$ cat config.mk
export PLATFORM = sky130hd
export DESIGN_NAME = async_fifo_wr_ctrl
export DESIGN_NICKNAME = d
export VERILOG_FILES = /design/src/rtl/async_fifo_pkg.sv /design/src/rtl/async_fifo_wr_ctrl.sv
export SDC_FILE = /design/constraint.sdc
export NUM_CORES = 1
export LEC_CHECK = 0
export ABC_AREA = 0
export BUFFER_PORTS_ARGS = -buffer_cell sky130_fd_sc_hd__buf_2
export CORE_ASPECT_RATIO = 0.75
export CORE_MARGIN = 2
export CORE_UTILIZATION = 35
export DETAILED_ROUTE_END_ITERATION = 10
export GPL_TIMING_DRIVEN = 0
export PLACE_DENSITY = 0.69
export SYNTH_ARGS = -nofsm -noshare
export SYNTH_HDL_FRONTEND = slang
export SYNTH_SLANG_ARGS = --single-unit
$ cat constraint.sdc
create_clock -name clk_src -period 2.1 [get_ports clk_src]
set_input_delay 0.315 -clock clk_src [delete_from_list [all_inputs] [get_ports clk_src]]
set_output_delay 0.315 -clock clk_src [all_outputs]
set_load 0.02 [all_outputs]
$ cat src/rtl/async_fifo_pkg.sv
// -----------------------------------------------------------------------------
// async_fifo_pkg
// Shared definitions for the dual-clock FIFO write and read controllers.
//   bin2gray / gray2bin : pointer code conversions. They work on a 32-bit
//                         container; callers zero-extend narrower pointers and
//                         cast the result back to their own pointer width.
//   ovf_state_t         : sticky overflow/underflow flag states.
// -----------------------------------------------------------------------------
package async_fifo_pkg;

  localparam int CODE_W = 32;

  typedef enum logic {
    IDLE    = 1'b0,
    FLAGGED = 1'b1
  } ovf_state_t;

  // Gray encoding is width-independent as long as the unused upper bits are 0.
  function automatic logic [CODE_W-1:0] bin2gray(input logic [CODE_W-1:0] bin);
    return bin ^ (bin >> 1);
  endfunction

  // Each binary bit is the XOR of all Gray bits at or above it. Zero upper
  // bits contribute nothing, so this also works for any narrower width.
  function automatic logic [CODE_W-1:0] gray2bin(input logic [CODE_W-1:0] gray);
    logic [CODE_W-1:0] bin;
    bin = '0;
    for (int i = 0; i < CODE_W; i++) begin
      bin[i] = ^(gray >> i);
    end
    return bin;
  endfunction

endpackage

$ cat src/rtl/async_fifo_wr_ctrl.sv
// -----------------------------------------------------------------------------
// async_fifo_wr_ctrl
// Write-domain controller of the dual-clock FIFO. It accepts producer writes
// and drives the RAM write port. It publishes a registered Gray write pointer
// for the read-domain synchronizer. From the synchronized Gray read pointer it
// derives full, almost_full, fill level and a sticky overflow flag.
//
// Ports
//   clk_src         in   write-domain clock
//   rst_n           in   asynchronous active-low reset
//   wr_valid        in   producer has a word
//   wr_ready        out  !full
//   wr_en_mem       out  RAM write strobe (wr_valid && !full), zero latency
//   wr_addr         out  RAM write address, low bits of the binary pointer
//   wptr_gray       out  registered Gray write pointer (ADDR_WIDTH+1 bits)
//   rptr_gray_sync  in   Gray read pointer, already synchronized into clk_src
//   full            out  registered full flag
//   almost_full     out  registered, free slots <= AF_THRESH
//   fill_level      out  registered occupancy, 0..depth
//   overflow        out  sticky: write attempted while full
//   clr_overflow    in   clears overflow; a simultaneous new overflow wins
// -----------------------------------------------------------------------------
module async_fifo_wr_ctrl
  import async_fifo_pkg::*;
#(
  parameter int ADDR_WIDTH = 4,
  parameter int AF_THRESH  = 2
) (
  input  logic                  clk_src,
  input  logic                  rst_n,
  input  logic                  wr_valid,
  output logic                  wr_ready,
  output logic                  wr_en_mem,
  output logic [ADDR_WIDTH-1:0] wr_addr,
  output logic [ADDR_WIDTH:0]   wptr_gray,
  input  logic [ADDR_WIDTH:0]   rptr_gray_sync,
  output logic                  full,
  output logic                  almost_full,
  output logic [ADDR_WIDTH:0]   fill_level,
  output logic                  overflow,
  input  logic                  clr_overflow
);

  localparam int A     = ADDR_WIDTH;
  localparam int DEPTH = 1 << ADDR_WIDTH;

  typedef logic [ADDR_WIDTH:0] ptr_t;

  localparam ptr_t AF_LEVEL = ptr_t'(DEPTH - AF_THRESH);

  ptr_t       wptr_bin;
  ptr_t       wptr_next;
  ptr_t       wgray_next;
  ptr_t       rptr_bin;
  ptr_t       fill_level_next;
  logic       accept;
  logic       full_next;
  logic       almost_full_next;
  ovf_state_t ovf_state;
  ovf_state_t ovf_state_next;

  assign accept    = wr_valid && !full;
  assign wr_ready  = !full;
  assign wr_en_mem = accept;
  assign wr_addr   = wptr_bin[A-1:0];
  assign overflow  = (ovf_state == FLAGGED);

  assign wptr_next  = accept ? wptr_bin + 1'b1 : wptr_bin;
  assign wgray_next = ptr_t'(bin2gray(CODE_W'(wptr_next)));
  assign rptr_bin   = ptr_t'(gray2bin(CODE_W'(rptr_gray_sync)));

  // Full when the write pointer is exactly one lap ahead of the read pointer.
  // In Gray code, that means the top two bits are inverted and the rest are equal.
  assign full_next        = (wgray_next == {~rptr_gray_sync[A:A-1], rptr_gray_sync[A-2:0]});
  // Modulo-2**(A+1) difference. The extra lap bit keeps it within 0..depth.
  assign fill_level_next  = wptr_next - rptr_bin;
  assign almost_full_next = (fill_level_next >= AF_LEVEL);

  // NOTE: sequential state uses non-blocking assignments, so every register
  // samples values from before the edge and no ordering races occur.
  always_ff @(posedge clk_src or negedge rst_n) begin
    if (!rst_n) begin
      wptr_bin    <= '0;
      wptr_gray   <= '0;
      full        <= 1'b0;
      almost_full <= 1'b0;
      fill_level  <= '0;
    end else begin
      wptr_bin    <= wptr_next;
      wptr_gray   <= wgray_next;
      full        <= full_next;
      almost_full <= almost_full_next;
      fill_level  <= fill_level_next;
    end
  end

  always_ff @(posedge clk_src or negedge rst_n) begin
    if (!rst_n) begin
      ovf_state <= IDLE;
    end else begin
      ovf_state <= ovf_state_next;
    end
  end

  // NOTE: next-state gets a default before any branch, so no path leaves it
  // unassigned and no latch is inferred.
  always_comb begin
    ovf_state_next = ovf_state;
    unique case (ovf_state)
      IDLE: begin
        if (wr_valid && full) ovf_state_next = FLAGGED;
      end
      FLAGGED: begin
        // A new overflow in the clearing cycle keeps the flag set.
        if (clr_overflow && !(wr_valid && full)) ovf_state_next = IDLE;
      end
      default: ovf_state_next = IDLE;
    endcase
  end

endmodule
; ---- After elaboration in Yosys (flattened, before gate mapping)
; Cells that the tools add are included.
[word_totals]
reg_bits = 18
input_bits = 9
out_inout_bits = 19
wordCells = 27
[op_classes]
add_sub_neg = 2
magnitude_cmp = 1
eq_ne = 1
mux = 4
bitwise = 3
reduce_logical = 10
[ops]
columns = cell, n
row1 = 32-bit XOR reduction, 5
row2 = "5-bit by 1-bit adder with 5-bit output, second input constant", 1
row3 = 5-bit == test, 1
row4 = "5-bit by 4-bit >= comparator with 1-bit output, second input constant", 1
row5 = 5-bit 2-to-1 mux, 1
row6 = 5-bit subtractor, 1
row7 = 5-bit by 4-bit XOR with 5-bit output, 1
row8 = 1-bit logical AND, 3
row9 = 1-bit logical NOT, 2
row10 = 1-bit 2-to-1 mux, 2
row11 = 2-bit NOT, 1
row12 = 1-bit case mux with 2 select lines, 1
row13 = 1-bit NOT, 1

; ---- Depth between registers and ports, before layout
[depth]
ltp_word = 5
depth_mapped = 11

; ---- Worst setup path before layout
; OpenSTA, ideal clock, no wires.
[synth_timing]
kind = input to register
startpoint = input rptr_gray_sync[4]
endpoint = register almost_full
setup_ns = 0.120
arrival_time_ns = 2.258
required_ns = 1.980
slack_ns = -0.278
path_stages = 11
n_path_buf = 0
cell_sequence = xnor2_1 -> xor2_1 -> xor2_1 -> xnor2_1 -> ha_1 -> fa_1 -> inv_1 -> a21o_1 -> a21oi_1 -> xor2_1 -> a31o_2
[synth_via]
elab_chain_cells = 3
elab_cells_between_ends = 7
classes_between = 1 x add/sub / 1 x order compare / 5 x reduce/logical
[synth_lines]
columns = element, line_no
row1 = start: declaration, async_fifo_wr_ctrl.sv:36  ; input logic [ADDR_WIDTH:0] rptr_gray_sync,
row2 = 32-bit XOR reduction, async_fifo_pkg.sv:29  ; bin[i] = ^(gray >> i);
row3 = 5-bit subtractor (*), async_fifo_wr_ctrl.sv:76  ; assign fill_level_next = wptr_next - rptr_bin;
row4 = named net fill_level_next[4], async_fifo_wr_ctrl.sv:55  ; ptr_t fill_level_next;
row5 = 5-bit by 4-bit >= comparator with 1-bit output (*), async_fifo_wr_ctrl.sv:77  ; assign almost_full_next = (fill_level_next >= AF_LEVEL);
row6 = named net almost_full_next, async_fifo_wr_ctrl.sv:58  ; logic almost_full_next;
row7 = end signal: assignment, async_fifo_wr_ctrl.sv:92  ; almost_full <= almost_full_next;
row8 = end: declaration, async_fifo_wr_ctrl.sv:38  ; output logic almost_full,
; The timed path passes the listed nets; every way through them passes the cells marked *.

; ---- Worst setup path in the final report
[layout_timing]
startpoint = register full
endpoint = register almost_full
[layout_via]
elab_chain_cells = 5
[layout_lines]
columns = element, line_no
row1 = start: declaration, async_fifo_wr_ctrl.sv:37  ; output logic full,
row2 = start signal: assignment, async_fifo_wr_ctrl.sv:91  ; full <= full_next;
row3 = 1-bit logical NOT, async_fifo_wr_ctrl.sv:62  ; assign accept = wr_valid && !full;
row4 = 1-bit logical AND, async_fifo_wr_ctrl.sv:62
row5 = 5-bit 2-to-1 mux, async_fifo_wr_ctrl.sv:68  ; assign wptr_next = accept ? wptr_bin + 1'b1 : wptr_bin;
row6 = named net wptr_next[1], async_fifo_wr_ctrl.sv:52  ; ptr_t wptr_next;
row7 = 5-bit subtractor, async_fifo_wr_ctrl.sv:76
row8 = named net fill_level_next[3], async_fifo_wr_ctrl.sv:55
row9 = 5-bit by 4-bit >= comparator with 1-bit output, async_fifo_wr_ctrl.sv:77
row10 = named net almost_full_next, async_fifo_wr_ctrl.sv:58
; The timed path passes the listed nets, and every way through them passes these cells.

==> results.ini <==
[status]
status = complete, but fails checks
failed_checks = negative setup slack

[setup_path]
worstSetupPathDepth = 9
cp_num_buf_inv = 2
regToRegSetupSlack_ps = -30
crit_path_start = full$_DFF_PN0_
arrival_ps = 2330
cp_top_family = compound AO/OA/AOI/OAI gates
critPathMaxFanout = 5
crit_slowest_cell = dfrtp_1
worstSetupStartpointType = register
crit_required_ps = 2290
r2r-start = full$_DFF_PN0_
path_cells = nor2b_2 -> buf_6 -> mux2i_4 -> inv_1 -> ha_1 -> a21o_1 -> a21oi_2 -> xnor2_1 -> a31o_2
path_class = reg2reg
ff2ff_path_depth = 9
critical_path.max_stage_delay_ps = 410
crit_path_end_kind = register
worst_r2r_endpoint = almost_full$_DFF_PN0_

[placed_design]
io_buffers = 27
gp_congestion = 0.700
hpwl_mm = 1.31

[floorplanning]
coreArea_sq_um = 2580
dieArea_sq_um = 3110
rows = 16
initial_utilization_pct = 36.3
die_y_um = 48.8
io_pins = 28
die-width_um = 63.8

[logic_synthesis]
ys_warn_count = 0
yosys_register_bits = 17
synth_seq_area_share_pct = 45.4
netlist.area_leader.share_pct = 45.4
synth_cell_type_count = 21
synth_area_sq_um = 937
synth_nets = 90
synth.area.top_cells = dfrtp_1 (45%), xnor2_1 (9.3%), xor2_1 (9.3%), ha_1 (6.7%), inv_1 (4.8%)
syn_area_per_cell_sq_um = 12.5
yosysTopAreaCell = dfrtp_1
synthCells = 75

[grt]
grtUsageTotal_pct = 14.2
grt_pass1_wl_mm = 3.32
grt_pass1_vias = 709
antenna_found_initial = 0
grt_max_degree = 18
gr-total-overflow = 0

[route]
postRouteAntennaNets = 0
drtIter0Drc = 18
drt-total-wl_mm = 2.05
avgRoutedWirePerCell_um = 12.9
vias = 671
drt_first_pass_iters = 4
drc_errors = 0
routed_via_density = 4.25

[sta]
worst_slew_pin_slew_ps = 380
whs_ps = 201
drv_slew = 0
setup-violations-final = 1
finalClockSkew_ps = 6.01
fin_crit_ps = 2130
clock.fmax_mhz = 469
post-route-period-util_pct = 102
finalHoldViolCount = 0
rsz0062_at_grt = true
slew_headroom_pct = 74.7
worst_slack_ps = -32.9

[finish]
fin_nets = 138
fin_util_pct = 54.1
areaGrowthSynthToFinish_pct = 49.1
seqCellArea_sq_um = 428
fill_cells = 230
final_cell_mix = buf_2 (25), dfrtp_1 (15), buf_4 (15)
antenna-diode-count = 0
mostFrequentLayoutCell = buf_2
drive_gt1_share_pct = 57.4
multiInputGateArea_sq_um = 567

[power]
power_density_nw_per_um2 = 1980
peakVddDrop_mv = 0.838
leakagePower_nw = 0.683

[clock_tree]
clkSinkCount = 17
clk_path_buf_depth = 2
clk_latency_ps = 290
cts_htree_levels = 1
cts_buffers = 3
cts-root-buf = clkbuf_4
cts_tree = done
cts.reportedPaths.clkPinSlew_ps = 100

[flow_run]
drv_cap = 0

[worst_hold_path]
worstHoldStart = clr_overflow
holdPathStages = 2
holdCritPathClass = in2reg
whs_endpoint = overflow$_DFF_PN0_

==> registers in the layout (all words and copies together) (netlist names) <==
name and cells:
almost_full 1, fill_level 5, full 1, overflow 1, wptr_bin 5, wptr_gray 4
==> worst max-delay path by stage <==
stage / end / slack [ps]
finish: almost_full$_DFF_PN0_ / -30
global route: almost_full$_DFF_PN0_ / -100
CTS: almost_full$_DFF_PN0_ / 5
detailed placement: almost_full$_DFF_PN0_ / -480
global placement: almost_full$_DFF_PN0_ / -430
floorplan: almost_full$_DFF_PN0_ / -150
==> per-layer routing <==
| metal | share of wire, % | vias to the layer above | track usage (%) | routed length (um) |
|---|---|---|---|---|
| met5 | 0 | - | 0 | 0 |
| met4 | 0 | 0 | 2.17 | 0 |
| met3 | 5.3 | 0 | 4.16 | 109 |
| met2 | 52 | 24 | 24.9 | 1060 |
| met1 | 43 | 317 | 17.8 | 874 |
| li1 | - | 330 | - | - |
==> per-stage QoR <==
stage	setup WS (ps)	setup TNS [ps]	area, sq um	power [W]	instances
after CTS	5.28	0	1320	0.00259	152
after global placement	-432	-803	1140	0.00213	138
after floorplan	-154	-154	965	0.00181	75
after global routing	-96.7	-96.7	1400	0.00297	158
final	-32.9	-32.9	1400	0.00276	158
after detailed placement	-484	-1030	1140	0.00217	138
==> cell usage after synthesis <==
| cell | instances |
|---|---|
| a21o_1 | 2 |
| nand2_1 | 2 |
| nor4_2 | 1 |
| xor3_2 | 1 |
| nand4_1 | 1 |
| buf_6 | 1 |
| xnor2_1 | 10 |
| mux2i_1 | 3 |
| o21ai_0 | 1 |
| inv_1 | 12 |
| a31o_2 | 1 |
| xnor2_4 | 1 |
| and4_4 | 1 |
| xor2_1 | 10 |
| xnor3_1 | 1 |
| a21oi_1 | 2 |
| nand3b_1 | 1 |
| fa_1 | 1 |
| dfrtp_1 | 17 |
| ha_1 | 5 |
| nor2b_2 | 1 |
==> timing repair <==
item | CTS | global route
setup endpoints to repair | 3 | 2
hold buffers | 1 | 0
pin swaps | 6 | 8
resized for setup | 13 | 6
buffers inserted | 9 | 7
endpoints found under the hold margin | 17 | 0
==> cells by family (layout without fill, tap and decap cells) <==
logic type	Yosys count	count (layout)	share of synthesized area [%]
xor gates and xnor gates	23	23	26.7
DFF	17	17	45.4
buffers and inverters	13	60	6.01
and+or+nand+nor	7	7	5.74
adders and majority gates	6	6	8.81
AOI/OAI and AO/OA	6	6	4.14
muxes	3	3	3.20
==> power breakdown <==
part	internal, W	switching [W]	total, W
Sequential	0.000518	0.000120	0.000638
Clock	0.0000709	0.000103	0.000174
Combinational	0.000957	0.000993	0.00195
==> cell type report <==
cell class	instances	share of cell area, %
clock buffers	3	1.61
well taps	36	3.22
inverters	12	3.22
multi-input cells	45	40.6
repair buffers	43	19.6
clock inverters	1	0.358
flip-flops and latches	17	30.6
plain buffers	1	0.806
==> worst reg2reg max path, stage by stage (launching register included) <==
cell and delay (ps):
dfrtp_1 410, nor2b_2 130, buf_6 140, mux2i_4 290
inv_1 90, ha_1 290, a21o_1 170, a21oi_2 180
xnor2_1 110, a31o_2 230
Power figures use the tool's default switching activity.
